==> config.mk <==
export PLATFORM = sky130hd
export DESIGN_NAME = result_drain
export DESIGN_NICKNAME = d
export VERILOG_FILES = /design/src/rtl/result_drain.sv
export SDC_FILE = /design/constraint.sdc
export NUM_CORES = 1
export LEC_CHECK = 0
export CAP_MARGIN = 15
export CORE_MARGIN = 2
export CORE_UTILIZATION = 57
export DETAILED_ROUTE_END_ITERATION = 10
export PLACE_DENSITY = 0.79
export SYNTH_ARGS = -nofsm -noshare
export SYNTH_HDL_FRONTEND = slang
export SYNTH_SLANG_ARGS = --single-unit
export TNS_END_PERCENT = 30
==> constraint.sdc <==
create_clock -name clk_pe -period 4.8 [get_ports clk_pe]
set_input_delay 0.72 -clock clk_pe [delete_from_list [all_inputs] [get_ports clk_pe]]
set_output_delay 0.72 -clock clk_pe [all_outputs]
set_load 0.03 [all_outputs]
==> src/rtl/result_drain.sv <==
// Result drain: captures PE-array result beats into a fall-through FIFO, tags frame-final results,
// and re-emits them on a valid/ready stream. Optional macro RESULT_DRAIN_RELU_EN clamps negatives to 0.
module result_drain #(
    parameter int WIDTH_MDATA = 32,
    parameter int SIZE_MAT    = 16,
    parameter int DEPTH       = 16,
    localparam int AW         = $clog2(DEPTH)
) (
    input  logic                   clk_pe,
    input  logic                   rst,
    input  logic                   result_valid_i,
    input  logic [WIDTH_MDATA-1:0] result_payload_i,
    output logic                   out_valid_o,
    input  logic                   out_ready_i,
    output logic [WIDTH_MDATA-1:0] out_payload_o,
    output logic                   out_last_o,
    output logic [AW:0]            level_o,
    output logic                   overflow_o
);

    localparam int FRAME_LEN = SIZE_MAT * SIZE_MAT;
    localparam int FW        = $clog2(FRAME_LEN);
    localparam logic [FW-1:0] FRAME_END = FW'(FRAME_LEN - 1);
    localparam logic [AW:0]   FULL_LEVEL = (AW+1)'(DEPTH);

    logic [WIDTH_MDATA:0]   mem [DEPTH];
    logic [AW-1:0]          wr_ptr;
    logic [AW-1:0]          rd_ptr;
    logic [AW:0]            level;
    logic [FW-1:0]          frame_cnt;
    logic                   overflow;

    logic                   full;
    logic                   not_empty;
    logic                   pop;
    logic                   push;
    logic                   drop;
    logic                   last_bit;
    logic [WIDTH_MDATA-1:0] wr_data;
    logic [WIDTH_MDATA:0]   head;

    assign full      = (level == FULL_LEVEL);
    assign not_empty = (level != '0);
    assign pop       = not_empty & out_ready_i;
    assign push      = result_valid_i & (~full | pop);
    assign drop      = result_valid_i & full & ~pop;
    assign last_bit  = (frame_cnt == FRAME_END);

`ifdef RESULT_DRAIN_RELU_EN
    assign wr_data = result_payload_i[WIDTH_MDATA-1] ? '0 : result_payload_i;
`else
    assign wr_data = result_payload_i;
`endif

    // Storage is deliberately not reset; only pointers and level define validity.
    always_ff @(posedge clk_pe) begin
        if (!rst && push) begin
            mem[wr_ptr] <= {last_bit, wr_data};
        end
    end

    always_ff @(posedge clk_pe) begin
        if (rst) begin
            wr_ptr <= '0;
            rd_ptr <= '0;
            level  <= '0;
        end else begin
            if (push) begin
                wr_ptr <= wr_ptr + 1'b1;
            end
            if (pop) begin
                rd_ptr <= rd_ptr + 1'b1;
            end
            if (push && !pop) begin
                level <= level + 1'b1;
            end else if (pop && !push) begin
                level <= level - 1'b1;
            end
        end
    end

    // Frame counter advances on every offered beat, including dropped ones, to keep alignment.
    always_ff @(posedge clk_pe) begin
        if (rst) begin
            frame_cnt <= '0;
        end else if (result_valid_i) begin
            frame_cnt <= last_bit ? '0 : frame_cnt + 1'b1;
        end
    end

    always_ff @(posedge clk_pe) begin
        if (rst) begin
            overflow <= 1'b0;
        end else if (drop) begin
            overflow <= 1'b1;
        end
    end

    assign head          = mem[rd_ptr];
    assign out_valid_o   = not_empty;
    assign out_payload_o = not_empty ? head[WIDTH_MDATA-1:0] : '0;
    assign out_last_o    = not_empty ? head[WIDTH_MDATA] : 1'b0;
    assign level_o       = level;
    assign overflow_o    = overflow;

endmodule

Word-level counts from Yosys, hierarchy flattened
Memory sizes are Yosys's and may differ from the RTL's. A register that Yosys moved wholly into a read port is not among the register bits. Cells that the tools add are included.

Word-level logic and storage cells: 37. RAM bits: 528. Input bits: 36. Bits in registers: 22. Memories kept: 1. Output and inout bits: 40.

Memory list: mem (words 16, bits a word 33, read ports 1, clocked after memory_dff 1, wr ports 1, RTL line 26) `logic [WIDTH_MDATA:0] mem [DEPTH];`.

Multiplexer cells: 9. $add $sub $neg: 5. Reduce and logical (&&, ||, !) cells: 8. Bitwise operators: 7. Eq/ne operators: 2.

Operators with widths (number): 32-bit two-way mux (1); 5-bit two-way mux (2); 4-bit by 1-bit adder with 4-bit output (second input constant) (2); 8-bit by 1-bit adder with 8-bit output (second input constant) (1); 8-bit equality test (second input constant) (1); 4-bit two-way mux (2); 8-bit two-way mux (1); 5-bit by 1-bit adder with 5-bit output (second input constant) (1); 5-bit equality test (second input constant) (1); 5-bit nonzero test (1); 5-bit by 1-bit subtractor with 5-bit output (second input constant) (1); 1-bit AND (4); 1-bit logical AND (3); 1-bit logical NOT (3); 1-bit two-way mux (3); 1-bit NOT (2); 2-bit nonzero test (1); 1-bit OR (1).

Longest topological paths before layout
Gate-level depths: netlist (run 1).

Depth after elaboration: 8. Mapped depth: 11. Mapped depth without buffers: 10.

Least setup slack after synthesis (run 1)
Ideal clock, no wire load.

Path kind: input -> register. Start: input port result_valid_i. End: memory mem[0][0] (netlist name) (enable). Path buffers: 1. Setup slack: 0.450 ns. Arrival time: 3.886 ns. Stages on the path: 5. Setup time: 0.464 ns. Cell sequence: clkbuf_1 inv_1 a211oi_1 nand2_1 nor3_1.

Cells in the longest elaborated chain, start to end: 4.

Ends and longest elaborated chain: start, declared (RTL line 11) `input logic result_valid_i,`; 1-bit AND (RTL line 45) `assign push = result_valid_i & (~full | pop);`; 1-bit logical AND (RTL line 57) `if (!rst && push) begin`; 1-bit two-way mux (RTL line 57); 1-bit two-way mux (not written as such) (RTL line 58) `mem[wr_ptr] <= {last_bit, wr_data};`; end, declared (RTL line 26).

Every way passes these cells.

Worst setup path after layout (run 1)
Start: register level[0] (netlist: level_o[0]). End: output port out_last_o.

Cells in the longest elaborated chain, start to end: 2.

Ends and longest elaborated chain: start, declared (RTL line 29) `logic [AW:0] level;`; start signal, assigned (RTL line 75) `level <= level + 1'b1;`; start signal, assigned (RTL line 77) `level <= level - 1'b1;`; 5-bit nonzero test (RTL line 43) `assign not_empty = (level != '0);`; 1-bit two-way mux (RTL line 102) `assign out_last_o = not_empty ? head[WIDTH_MDATA] : 1'b0;`; end, declared (RTL line 16) `output logic out_last_o,`.

Every way passes these cells.

==> flow_summary_export.csv, run 1 <==
group,metric,value,unit
clock_tree,cts_buffer_depth,3,
synth,ys_ff_latch,554,
final_layout,final_common_cell,"edfxtp_1",
synth,syn-num-nets,1012,
clock_tree,clock_sinks,554,
worst_setup_path,required,4080,ps
synth,synth_edf_count,528,
final_layout,final_util,0.669,
final_layout,nets,1124,
route,ant_nets,0,
route,remaining_drc_errors,0,
die,core_region_area,36800,um2
grt,grt_max_degree,51,
worst_setup_path,critPathMaxFanout,33,
worst_setup_path,max_stage_delay,710,ps
final_layout,layout_common_cells,"edfxtp_1, mux4_2, clkdlybuf4s50_1",
worst_setup_path,slowest_stage,"or4_1",
clock_tree,ctsResizeCount,0,
clock_tree,root_buffer,"clkbuf_16",
clock_tree,cts_buffers,52,
placed_design,portBuffers,75,
die,floorplan.die_area,39000,um2
sta,rsz0062_at_grt,"no",
clock_tree,postCtsSetupRepairBufs,0,
pwr,ir_drop,375,uV
final_layout,area_growth,15.3,%
route,wl_per_cell,28.5,um
route,first_pass_iters,7,
pwr,p_sw,3.31,mW
worst_setup_path,worstReg2RegEnd,"level_o[4]",
sta,setup_tns,0,ps
route,drtIter0Drc,1071,
worst_setup_path,r2r_cells,10,
route,vias_per_cell,6.46,
die,die_h,198,um
synth,synth_seq_area_share,0.767,
worst_setup_path,cp-end-kind,"output pin",
worst_setup_path,path_class,"reg2out",
clock_tree,clkTransAtPathRegs,60,ps
worst_hold_path,worstHoldPathType,"reg2reg",
pwr,power_frac_clock,0.326,
synth,async_reset_ff_frac,0,
die,start_util,0.580,
pwr,p_total,12.4,mW
die,chipWidth,198,um
pwr,switching_share,0.267,
clock_tree,hold_buffers,0,
route,vias,10300,
sta,maxSlewViolCount,0,
sta,tightest_slew,947,ps
worst_hold_path,hold_path_startpoint,"overflow_o",
sta,slew_headroom,0.366,
worst_setup_path,cp_data_arrival_time,3540,ps
pwr,pwr-share-comb,0.228,
worst_hold_path,worst_hold_path.endpoint,"overflow_o",
synth,syn_inst,965,
sta,setup_violations,0,
sta,fmax,235,MHz
clock_tree,worstSkewPairLatency,590,ps
grt,grt_overflow,0,
sta,fin_crit,4260,ps
route,wl,45.2,mm
synth,yosys.cell_types.count,42,
sta,fin_skew,12.9,ps
clock_tree,htree_num_levels,2,
worst_setup_path,path_buf_inv,2,
worst_setup_path,reg2reg_from,"level_o[0]",
final_layout,drive_gt1_frac,0.248,
worst_setup_path,r2r_slack,1620,ps
grt,grt_util_all_layers,0.240,
grt,grt_pass1_wl,66.9,mm
pwr,seqPwrFrac,0.446,
clock_tree,cts_tree,"built",
pwr,p_leak,7.61,nW
worst_hold_path,worstHoldPathCells,2,
pwr,p_int,9.08,mW
worst_setup_path,start_kind,"flop",
placed_design,dp_hpwl,23.8,mm
synth,syn-cell-area,21300,um2
run,drv_cap,0,
placed_design,place_congestion,0.743,
pwr,p_per_area,503,nW/um2
placed_design,placed_area,22900,um2
sta,finalCritPeriodShare,0.888,
die,placementRows,70,
worst_setup_path,path_cells,"or4_1 -> o211ai_4 -> buf_4 -> nor2b_1 -> a221o_1 -> clkdlybuf4s50_1",
sta,report.final.hold_viol_count,0,
die,boundaryPins,76,
grt,antenna_found_initial,2,
synth,yosysWarnings,0,
worst_setup_path,path_delay_family,"buffers and inverters",
final_layout,final_cell_area,24600,um2
grt,grt_pass1_vias,10400,
synth,ys.flop_type,"edfxtp_1",
outcome,status,"completed",
synth,syn_avg_cell_area,22.1,um2
==> sequential cells by signal (all words and copies together), names as in the netlist, named ones only <==
signal      flops
rd_ptr          4
wr_ptr          4
level_o         5
frame_cnt       8
mem           528
overflow_o      1
==> power by group through the flow <==
stage | registers (mW) | logic, mW | clock network, mW
final | 5.53 | 2.83 | 4.04
after global routing | 5.54 | 2.99 | 4.26
after CTS | 5.53 | 2.86 | 4.09
after detailed placement | 5.63 | 2.84 | 0
after global placement | 5.63 | 2.82 | 0
after floorplan | 5.55 | 1.98 | 0
==> metal layers <==
layer / global-route usage / part of all wire
met5: 0 / 0.00020
met4: 0.0816 / 0.028
met3: 0.0558 / 0.096
met2: 0.380 / 0.49
met1: 0.335 / 0.39
==> Yosys cell counts, types with 2 or more instances <==
master	number	share of area
nand2_1	10	0.0018
nand2b_1	4	0.0012
inv_1	5	0.00088
nor2b_1	36	0.011
buf_1	7	0.0012
a221o_1	33	0.015
a21oi_1	5	0.0012
buf_12	2	0.0019
mux2_2	14	0.0074
mux4_2	132	0.14
nand4_1	3	0.00088
or3_1	3	0.00088
xnor2_1	5	0.0021
nand3_1	3	0.00070
mux2_1	20	0.011
o21ai_0	2	0.00047
xor2_1	8	0.0033
nor3_1	5	0.0012
buf_2	20	0.0047
o211ai_1	3	0.0011
a211oi_1	3	0.0011
clkbuf_1	19	0.0033
buf_4	3	0.0011
a31oi_1	2	0.00059
edfxtp_1	528	0.74
mux2i_1	4	0.0019
ha_1	10	0.0059
o21ai_1	2	0.00047
dfxtp_1	26	0.024
nor2_1	36	0.0063
==> tightest hold or removal path: cells and delay by family (launching register included) <==
kind / cells / cell delay, ps
flops: 1 / 340
compound gates: 1 / 50
simple gates: 1 / 70
==> through the flow <==
step                      hold WS [ps]  setup slack, ps  cells
final                              487              539   1588
after global routing               519              426   1588
after CTS                          490              542   1587
after detailed placement           461             1200   1491
after global placement             461             1250   1491
after floorplan                    471              450    965
==> final cells by class <==
type	count	area (um2)
Multi-Input combinational cell	354	4800
Inverter	5	18.8
Timing Repair Buffer	110	1140
Antenna cell	1	2.50
Tap cell	468	586
Clock inverter	37	352
Sequential cell	554	16400
Fill cell	2240	12200
Clock buffer	59	1330
==> kinds of logic after synthesis <==
group / share of synthesized area
adders and majority gates: 0.00680
AOI/OAI and AO/OA: 0.0224
and+or+nand+nor: 0.0257
muxes: 0.159
DFF: 0.767
buffers and inverters: 0.0136
xor gates and xnor gates: 0.00533
==> worst max path at each step <==
stage / start / endpoint / slack (ps) / depth (start not counted)
global route: level_o[0] / out_last_o / 430 / 6
floorplan: result_valid_i / mem[0][0] / 450 / 5
CTS: level_o[0] / out_last_o / 540 / 6
global placement: flop / out_payload_o[8] / 1250 / 5
detailed placement: result_valid_i / mem[15][7] / 1200 / 6
finish: level_o[0] / out_last_o / 540 / 6
Note: power is estimated with default switching activity, not from simulation.
==> run 2: changes to the inputs <==
--- a/config.mk
+++ b/config.mk
@@ -5,7 +5,7 @@
 export SDC_FILE = /design/constraint.sdc
 export NUM_CORES = 1
 export LEC_CHECK = 0
-export CAP_MARGIN = 15
+export CAP_MARGIN = 20
 export CORE_MARGIN = 2
 export CORE_UTILIZATION = 57
 export DETAILED_ROUTE_END_ITERATION = 10
==> results of run 2 <==
No change in the layout: final DEF, timing and power equal those of run 1.
